--- src/rtl/snake_pkg.sv ---
// Shared types for the snake steering controller: headings, turn codes and
// the wrap-around turn arithmetic used by every player lane.
package snake_pkg;

    typedef enum logic [1:0] {
        DIR_UP    = 2'd0,
        DIR_RIGHT = 2'd1,
        DIR_DOWN  = 2'd2,
        DIR_LEFT  = 2'd3
    } dir_t;

    typedef enum logic {
        TURN_L = 1'b0,
        TURN_R = 1'b1
    } turn_t;

    function automatic dir_t apply_turn(input dir_t d, input turn_t t);
        logic [1:0] cur;
        logic [1:0] nxt;
        cur = d;
        nxt = (t == TURN_R) ? (cur + 2'd1) : (cur - 2'd1);
        return dir_t'(nxt);
    endfunction

    // Even-indexed snakes start heading right, odd-indexed start heading left.
    function automatic dir_t reset_dir(input int unsigned idx);
        logic [31:0] v;
        v = idx;
        return v[0] ? DIR_LEFT : DIR_RIGHT;
    endfunction

endpackage

--- src/rtl/turn_fifo.sv ---
// Per-player pending-turn queue: show-ahead FIFO of 1-bit turn codes where a
// pop and a push in the same cycle both take effect even when full.
module turn_fifo #(
    parameter int QUEUE_DEPTH = 4
) (
    input  logic clk,
    input  logic rst,
    input  logic push,
    input  logic pop,
    input  logic din,
    output logic dout,
    output logic full,
    output logic empty
);

    localparam int AW = $clog2(QUEUE_DEPTH);

    logic [QUEUE_DEPTH-1:0] mem_q, mem_d;
    logic [AW:0]            wr_ptr_q, wr_ptr_d;
    logic [AW:0]            rd_ptr_q, rd_ptr_d;
    logic                   do_push, do_pop;

    always_comb begin
        empty    = (wr_ptr_q == rd_ptr_q);
        full     = (wr_ptr_q[AW] != rd_ptr_q[AW]) &&
                   (wr_ptr_q[AW-1:0] == rd_ptr_q[AW-1:0]);
        dout     = mem_q[rd_ptr_q[AW-1:0]];
        do_pop   = pop & ~empty;
        // A full queue still accepts a push when the same cycle frees a slot.
        do_push  = push & (~full | do_pop);
        mem_d    = mem_q;
        if (do_push) begin
            mem_d[wr_ptr_q[AW-1:0]] = din;
        end
        wr_ptr_d = wr_ptr_q + {{AW{1'b0}}, do_push};
        rd_ptr_d = rd_ptr_q + {{AW{1'b0}}, do_pop};
    end

    always_ff @(posedge clk or negedge rst) begin
        if (!rst) begin
            wr_ptr_q <= '0;
            rd_ptr_q <= '0;
        end else begin
            wr_ptr_q <= wr_ptr_d;
            rd_ptr_q <= rd_ptr_d;
        end
    end

    always_ff @(posedge clk) begin
        mem_q <= mem_d;
    end

endmodule

--- src/rtl/snake_dir_ctrl.sv ---
// Multi-player snake steering: debounced left/right buttons queue turns that
// are applied one per game tick to each player's heading.
module snake_dir_ctrl
    import snake_pkg::*;
#(
    parameter int N_PLAYERS    = 2,
    parameter int QUEUE_DEPTH  = 4,
    parameter int DEBOUNCE_CYC = 16
) (
    input  logic                   clk,
    input  logic                   rst,
    input  logic                   tick,
    input  logic [N_PLAYERS-1:0]   left,
    input  logic [N_PLAYERS-1:0]   right,
    output logic [2*N_PLAYERS-1:0] dir,
    output logic [N_PLAYERS-1:0]   turned,
    output logic [N_PLAYERS-1:0]   overflow,
    input  logic                   clr_overflow
);

    localparam int CNT_W = $clog2(DEBOUNCE_CYC + 1);
    localparam logic [CNT_W-1:0] CNT_LAST = CNT_W'(DEBOUNCE_CYC - 1);

    for (genvar p = 0; p < N_PLAYERS; p++) begin : g_player
        localparam dir_t RST_DIR = reset_dir(p);

        // Button index 0 is left, 1 is right, matching the turn_t code.
        logic [1:0]            raw;
        logic [1:0]            filt_q, filt_d;
        logic [1:0]            prev_q, prev_d;
        logic [1:0]            armed_q, armed_d;
        logic [1:0]            rise;
        logic [1:0][CNT_W-1:0] cnt_q, cnt_d;
        logic                  push_q, push_d;
        logic                  push_turn_q, push_turn_d;
        logic                  fifo_pop, fifo_dout, fifo_full, fifo_empty;
        dir_t                  dir_q, dir_d;
        logic                  turned_q, turned_d;
        logic                  ovf_q, ovf_d;

        assign raw = {right[p], left[p]};

        always_comb begin
            filt_d  = filt_q;
            cnt_d   = '0;
            armed_d = armed_q;
            rise    = '0;
            for (int b = 0; b < 2; b++) begin
                if (raw[b] != filt_q[b]) begin
                    if (cnt_q[b] == CNT_LAST) begin
                        filt_d[b] = raw[b];
                    end else begin
                        cnt_d[b] = cnt_q[b] + 1'b1;
                    end
                end
                // A button held through reset must be seen released before it can fire.
                if (!filt_q[b] && !raw[b]) begin
                    armed_d[b] = 1'b1;
                end
                rise[b] = filt_q[b] & ~prev_q[b] & armed_q[b];
            end
            prev_d      = filt_q;
            push_d      = rise[0] ^ rise[1];
            push_turn_d = rise[1];

            fifo_pop = tick & ~fifo_empty;
            dir_d    = dir_q;
            if (fifo_pop) begin
                dir_d = apply_turn(dir_q, turn_t'(fifo_dout));
            end
            turned_d = fifo_pop;

            // A drop in the same cycle as a clear leaves the flag set.
            ovf_d = ovf_q;
            if (push_q && fifo_full && !fifo_pop) begin
                ovf_d = 1'b1;
            end else if (clr_overflow) begin
                ovf_d = 1'b0;
            end
        end

        always_ff @(posedge clk or negedge rst) begin
            if (!rst) begin
                filt_q      <= '0;
                prev_q      <= '0;
                armed_q     <= '0;
                cnt_q       <= '0;
                push_q      <= 1'b0;
                push_turn_q <= 1'b0;
                dir_q       <= RST_DIR;
                turned_q    <= 1'b0;
                ovf_q       <= 1'b0;
            end else begin
                filt_q      <= filt_d;
                prev_q      <= prev_d;
                armed_q     <= armed_d;
                cnt_q       <= cnt_d;
                push_q      <= push_d;
                push_turn_q <= push_turn_d;
                dir_q       <= dir_d;
                turned_q    <= turned_d;
                ovf_q       <= ovf_d;
            end
        end

        turn_fifo #(
            .QUEUE_DEPTH(QUEUE_DEPTH)
        ) u_fifo (
            .clk  (clk),
            .rst  (rst),
            .push (push_q),
            .pop  (fifo_pop),
            .din  (push_turn_q),
            .dout (fifo_dout),
            .full (fifo_full),
            .empty(fifo_empty)
        );

        assign dir[2*p +: 2] = dir_q;
        assign turned[p]     = turned_q;
        assign overflow[p]   = ovf_q;
    end

endmodule

--- config.mk ---
export PLATFORM = sky130hd
export DESIGN_NAME = snake_dir_ctrl
export DESIGN_NICKNAME = d
export VERILOG_FILES = /design/src/rtl/snake_pkg.sv /design/src/rtl/turn_fifo.sv /design/src/rtl/snake_dir_ctrl.sv
export SDC_FILE = /design/constraint.sdc
export NUM_CORES = 1
export LEC_CHECK = 0
export ABC_AREA = 1
export CORE_MARGIN = 2
export CORE_UTILIZATION = 53
export DETAILED_ROUTE_END_ITERATION = 12
export GPL_TIMING_DRIVEN = 1
export PLACE_DENSITY = 0.75
export SYNTH_ARGS = -nofsm -noshare
export SYNTH_HDL_FRONTEND = slang
export SYNTH_SLANG_ARGS = --single-unit
--- constraint.sdc ---
create_clock -name clk -period 1.5 [get_ports clk]
set_input_delay 0.3 -clock clk [delete_from_list [all_inputs] [get_ports clk]]
set_output_delay 0.3 -clock clk [all_outputs]
set_load 0.02 [all_outputs]
## Yosys cells after proc, flatten, opt, wreduce, memory -nomap -nowiden

Cells that the tools add are included.
W data, S select, Z words.

- Reduce and logical (&&, ||, !) cells: 28
- Multiplexer cells: 23
- Add/subtract/negate cells: 12
- Multiply operators: 0
- Equality and inequality tests: 14
- Divide/modulo/power cells: 0
- Bitwise logic cells: 26
- Shift-type cells: 0
- Magnitude comparators: 6

Operators by type and width:

| operator | number |
|---|---|
| $mux W5 | 8 |
| $add A5 B1 Y5 const B | 4 |
| $eq A5 B4 Y1 const B | 4 |
| $and A1 B1 Y1 | 14 |
| $add A3 B1 Y3 | 4 |
| $logic_and A1 B1 Y1 | 12 |
| $lt A2 B3 Y1 const B | 4 |
| $logic_not A1 Y1 | 10 |
| $bwmux W4 | 2 |
| $not A1 Y1 | 8 |
| $reduce_and A2 Y1 | 4 |
| $mux W1 | 7 |
| $eq A3 B3 Y1 | 2 |
| $ne A1 B1 Y1 | 6 |
| $add A2 B1 Y2 const B | 2 |
| $bmux W1 S2 | 2 |
| $demux W1 S2 | 2 |
| $eq A2 B2 Y1 | 2 |
| $ge A2 B1 Y1 const B | 2 |
| $mux W2 | 2 |
| $reduce_bool A2 Y1 | 2 |
| $sub A2 B1 Y2 const B | 2 |
| $or A1 B1 Y1 | 2 |
| $xor A1 B1 Y1 | 2 |

- Bits of input ports: 8
- Register bits: 64
- Memories kept: 0
- Memory bits (writable): 0
- Word-level logic and storage cells: 139
- Latch bits: 0
- Bits in read-only memories: 0

## Longest topological paths before layout

- Word-level depth: 7
- Mapped depth: 10
- Depth with buffers taken out: 10

## Modules after synthesis

Synthesis repeated with hierarchy kept, for this count alone.

- Cell total of the unflattened synthesis: 300
- Area total of the unflattened synthesis: 2912.8 um2

By module, submodules not included:

| module | area each (um2) | sequential area each (um2) | cells an instance | times used |
|---|---|---|---|---|
| snake_dir_ctrl | 1936.9 | 1104.8 | 199 | 1 |
| turn_fifo at g_player[0].u_fifo | 489.2 | 270.3 | 51 | 1 |
| turn_fifo at g_player[1].u_fifo | 486.7 | 270.3 | 50 | 1 |

## Least setup slack after synthesis

Ideal clock, no wire load.

- Path kind: reg-to-reg
- From: register g_player[0].u_fifo.wr_ptr_q[0]
- To: register g_player[0].u_fifo.wr_ptr_q[2]
- Arrival: 1.388 ns
- Path buffers: 0
- Slack: -0.011 ns
- Period minus slack after synthesis: 1.511 ns
- Cell stages (with the launch flop): 9
- Required time: 1.377 ns
- Path through: dfrtp_1 xnor2_1 and2_1 nand2_1 nand2_2 inv_1 ha_1 ha_1 xor2_1

- Longest elaborated chain between the ends: 7

Ends and longest elaborated chain:

| what | RTL line | text |
|---|---|---|
| start, declared | turn_fifo.sv:19 | `logic [AW:0] wr_ptr_q, wr_ptr_d;` |
| start signal, assigned | turn_fifo.sv:44 | `wr_ptr_q <= wr_ptr_d;` |
| $eq A3 B3 Y1 | turn_fifo.sv:24 | `empty = (wr_ptr_q == rd_ptr_q);` |
| $not A1 Y1 | turn_fifo.sv:28, snake_dir_ctrl.sv:66 |  |
| $and A1 B1 Y1 | snake_dir_ctrl.sv:66 | `fifo_pop = tick & ~fifo_empty;` |
| $and A1 B1 Y1 | turn_fifo.sv:28 | `do_pop = pop & ~empty;` |
| $or A1 B1 Y1 | turn_fifo.sv:30 | `do_push = push & (~full \| do_pop);` |
| $and A1 B1 Y1 | turn_fifo.sv:30 |  |
| $add A3 B1 Y3 * | turn_fifo.sv:35 | `wr_ptr_d = wr_ptr_q + {{AW{1'b0}}, do_push};` |
| via g_player[0].u_fifo.wr_ptr_d[2] | turn_fifo.sv:19 |  |

The timed path passes the listed nets; every way through them passes the cells marked *.
A chain may end at the register's enable or synchronous reset.

## Worst setup path after layout

- From: register g_player[1].u_fifo.rd_ptr_q[1]
- To: register g_player[1].u_fifo.wr_ptr_q[2]

- Longest elaborated chain between the ends: 7

Ends and longest elaborated chain:

| what | RTL line | text |
|---|---|---|
| start, declared | turn_fifo.sv:20 | `logic [AW:0] rd_ptr_q, rd_ptr_d;` |
| start signal, assigned | turn_fifo.sv:45 | `rd_ptr_q <= rd_ptr_d;` |
| $eq A3 B3 Y1 | turn_fifo.sv:24 |  |
| $not A1 Y1 | turn_fifo.sv:28, snake_dir_ctrl.sv:66 |  |
| $and A1 B1 Y1 | snake_dir_ctrl.sv:66 |  |
| $and A1 B1 Y1 | turn_fifo.sv:28 |  |
| $or A1 B1 Y1 * | turn_fifo.sv:30 |  |
| $and A1 B1 Y1 * | turn_fifo.sv:30 |  |
| $add A3 B1 Y3 * | turn_fifo.sv:35 |  |
| via g_player[1].u_fifo.wr_ptr_d[2] | turn_fifo.sv:19 |  |
| end signal, assigned | turn_fifo.sv:44 |  |
| end, declared | turn_fifo.sv:19 |  |

Marked as above.

==> results by group <==
Power
  • Leak: 1.72 nW
  • PD cells: 1420 nW/um^2
  • VDD IR-drop max: 0.000779 V

STA
  • RSZ-0062 raised after global routing: true
  • Worst Setup Slack, final: -0.0312 ns
  • Final Hold Violating Endpoints: 0
  • Relative slew slack: 77.4%
  • Final Cycle Share: 102%
  • FMAX: 653 MHz
  • Count of final setup violators: 2
  • Clock Skew: 0.00817 ns
  • Hold_ws: 0.419 ns
  • Fin. max-slew vios: 0
  • Final worst path period need: 1.53 ns
  • Slew @ Worst Pin: 0.335 ns

Run status
  • Failing checks: negative setup slack
  • Status: finished with violations

Critical path
  • CP Class: register to register
  • Critical path peak fanout: 4
  • CP max stage cell: dfrtp_2
  • Reg-to-Reg End: g_player[1].u_fifo.wr_ptr_q[2]$_DFF_PN0_
  • Crit start category: register
  • CP most frequent cell: nand2_2
  • CP top delay family: flip-flops
  • CP required: 1.71 ns
  • Worst Setup EP: g_player[1].u_fifo.wr_ptr_q[2]$_DFF_PN0_
  • Largest stage delay, worst path: 0.44 ns
  • Reg2reg setup slack: -0.03 ns
  • Crit end category: register
  • Worst-path cell chain: inv_2 -> nand2_2 -> nand2_2 -> and2_4 -> nand2_2 -> nand2_2 -> inv_2 -> ha_4 -> ha_4 -> xor2_1
  • CP Data Arrival Time: 1.75 ns
  • CP bufs+invs: 2
  • Cells on worst reg2reg path: 10
  • Cell count along the critical path: 10
  • CP startpoint: g_player[1].u_fifo.rd_ptr_q[1]$_DFF_PN0_
  • Reg2reg start: g_player[1].u_fifo.rd_ptr_q[1]$_DFF_PN0_

Run
  • Max_cap viols: 0

Synthesis
  • Synthesized area: 2750 um^2
  • Most common cell in the netlist: nand2_1
  • Post-synth EDFFs: 8
  • Post-synthesis sequential area ratio: 59.8%
  • Cell count after synthesis: 275
  • Ys async rst share: 87.5%
  • Yosys top cell area share: 48.2%
  • Top post-synthesis cells by area: dfrtp_1 (48%), edfxtp_1 (8.7%), nand2_1 (7.8%), ha_1 (7.3%), inv_1 (5.9%)
  • Count of unique library cells instantiated by Yosys: 20
  • Post-synth top cells: nand2_1 (57), dfrtp_1 (53), inv_1 (43)
  • Most used DFF post-synth: dfrtp_1
  • Syn nets: 299
  • Syn Area/Cell: 10.0 um^2
  • Synth warn: 0
  • Area leader, netlist: dfrtp_1
  • Yosys reg bits: 64

Clocking
  • TritonCTS Buffers: 9
  • Reg clk slew, reported paths: 0.07 ns
  • Worst-skew pair later-pin latency: 0.34 ns
  • CTS tree: yes
  • # clock sinks: 64
  • CTS HTree Levels: 3
  • CTS max path bufs: 2
  • Clk root buf: clkbuf_8

Global route
  • First-pass GRT wire length: 7840 um
  • Grt total ovfl: 0
  • Global-route usage over all layers: 17.2%
  • Initial antenna violation count: 0
  • Vias in the first global route: 1937
  • Pin count of the biggest net entering global routing: 57

Detailed routing
  • Drt first pass iters: 4
  • Post-DR vias/cell: 4.91
  • Via count: 1948
  • DR iter-0 viols: 60
  • Routed WL: 4780 um
  • Number of remaining DRC errors: 0
  • Routed Antenna Nets: 0
  • Drt wl/cell: 12.0 um

Floorplanning
  • Die W: 76.1 um
  • Initial Util: 54.6%
  • Core ar.: 5040 um^2
  • Die Footprint: 5780 um^2
  • Num rows: 26
  • Die H: 76.1 um
  • IO Count: 16

Finish
  • Cell Count, Final, Fillers Out: 397
  • Synth-to-Final Area Change: 28.3%
  • Final net count: 346
  • Post-layout util: 70.0%
  • ANT cells: 0
  • Filler instances: 335
  • Fraction of layout cells with a size suffix above 1: 27.5%

Placement
  • PortBufs: 15
  • Hpwl dp: 2990 um
  • Place WS: -0.250 ns
  • Final Wtd Congestion: 0.789
  • Dpl cells: 372

Hold path
  • Min-Delay Path Class: register to register
[cell usage in the layout (no fill, tap or decap), types with 3 or more instances in the layout]
cell type	netlist	layout
nand3_1	19	17
or2_2	4	4
dfrtp_1	53	51
ha_2	0	3
ha_1	16	8
nand2_2	2	10
dfstp_2	3	3
o211ai_1	3	3
clkbuf_8	0	11
edfxtp_1	8	8
inv_1	43	38
xor2_1	12	12
buf_4	4	22
inv_2	0	5
clkdlybuf4s50_1	0	6
nor3_2	0	7
nand2_1	57	49
o21ai_0	7	7
ha_4	0	5
dlygate4sd2_1	0	5
nor2_1	25	23
a21oi_1	4	4
[worst min-delay path by stage]
stage | slack, ns | endpoint | cells after the start | startpoint
floorplan | 0.004 | g_player[0].armed_q[0]$_DFFE_PN0P_ | 0 | rst
global placement | 0.32 | g_player[0].turned_q$_DFF_PN0_ | 2 | rst
detailed placement | 0.32 | g_player[0].turned_q$_DFF_PN0_ | 2 | rst
CTS | 0.42 | g_player[0].push_turn_q$_DFF_PN0_ | 1 | g_player[0].prev_q[1]$_DFF_PN0_
global route | 0.44 | g_player[0].push_turn_q$_DFF_PN0_ | 1 | g_player[0].prev_q[1]$_DFF_PN0_
finish | 0.42 | g_player[0].push_turn_q$_DFF_PN0_ | 1 | g_player[0].prev_q[1]$_DFF_PN0_
[cell families (layout without fill, tap and decap cells)]
kind of cell / Yosys count / after routing / share of synthesized area [%]
AO/OA/AOI/OAI: 17 / 17 / 3.59
XOR/XNOR: 14 / 14 / 4.46
adder cells (fa/ha/maj): 16 / 16 / 7.28
buffers and inverters: 47 / 99 / 6.96
flip-flops: 64 / 64 / 59.8
AND/OR/NAND/NOR: 117 / 117 / 17.9
[report_power, final]
part           total (mW)  internal (mW)  switching (mW)
Sequential           2.14           1.98           0.161
Clock                1.51          0.852           0.658
Combinational        1.37          0.645           0.729
Total                5.02           3.47            1.55
[worst reg2reg max path: cells and delay by family (launching register included)]
| family | cells | cell delay (ns) |
|---|---|---|
| XOR/XNOR | 1 | 0.13 |
| adder cells (fa/ha/maj) | 2 | 0.31 |
| buffers and inverters | 2 | 0.13 |
| flip-flops | 1 | 0.44 |
| AND/OR/NAND/NOR | 5 | 0.40 |
[state kept, by name (all words and copies together), names as in the netlist]
signal / count
g_player.prev_q: 4
g_player.push_q: 2
g_player.push_turn_q: 2
g_player.turned_q: 2
g_player.armed_q: 4
g_player.filt_q: 4
g_player.u_fifo.wr_ptr_q: 6
g_player.cnt_q: 20
g_player.u_fifo.mem_q: 8
g_player.dir_q: 4
g_player.u_fifo.rd_ptr_q: 6
g_player.ovf_q: 2
[routing by layer]
metal,vias up,wire (um),global-route usage (%)
li1,957,-,-
met1,934,2090,19.8
met2,42,2370,28.7
met3,15,189,5.69
met4,0,135,8.91
met5,-,0,0
[per-stage QoR]
| stage | instance area, um^2 | total power [mW] | setup TNS, ns |
|---|---|---|---|
| after global routing | 3530 | 5.32 | -0.460 |
| after CTS | 3400 | 4.79 | -0.0518 |
| after detailed placement | 3090 | 3.22 | -2.83 |
| after floorplan | 2760 | 2.80 | -0.00488 |
| after global placement | 3090 | 3.16 | -2.32 |
| final | 3530 | 5.02 | -0.0605 |
[timing repair]
action | 4_1_cts | 5_1_grt
pin swaps | 10 | 11
hold endpoints to repair | 53 | 0
gates resized for setup | 24 | 31
setup endpoints to repair | 18 | 18
setup buffers | 5 | 4
hold buffers | 1 | 0
[area by class of cell]
type	instances	area (um^2)	share of cell area, %
Sequential cell	64	1650	46.7
Clock buffer	11	151	4.29
Multi-Input combinational cell	164	1090	30.8
Clock inverter	5	55.1	1.56
Inverter	43	161	4.57
Timing Repair Buffer	40	340	9.64
Tap cell	70	87.6	2.48
Note: power is estimated with default switching activity, not from simulation.
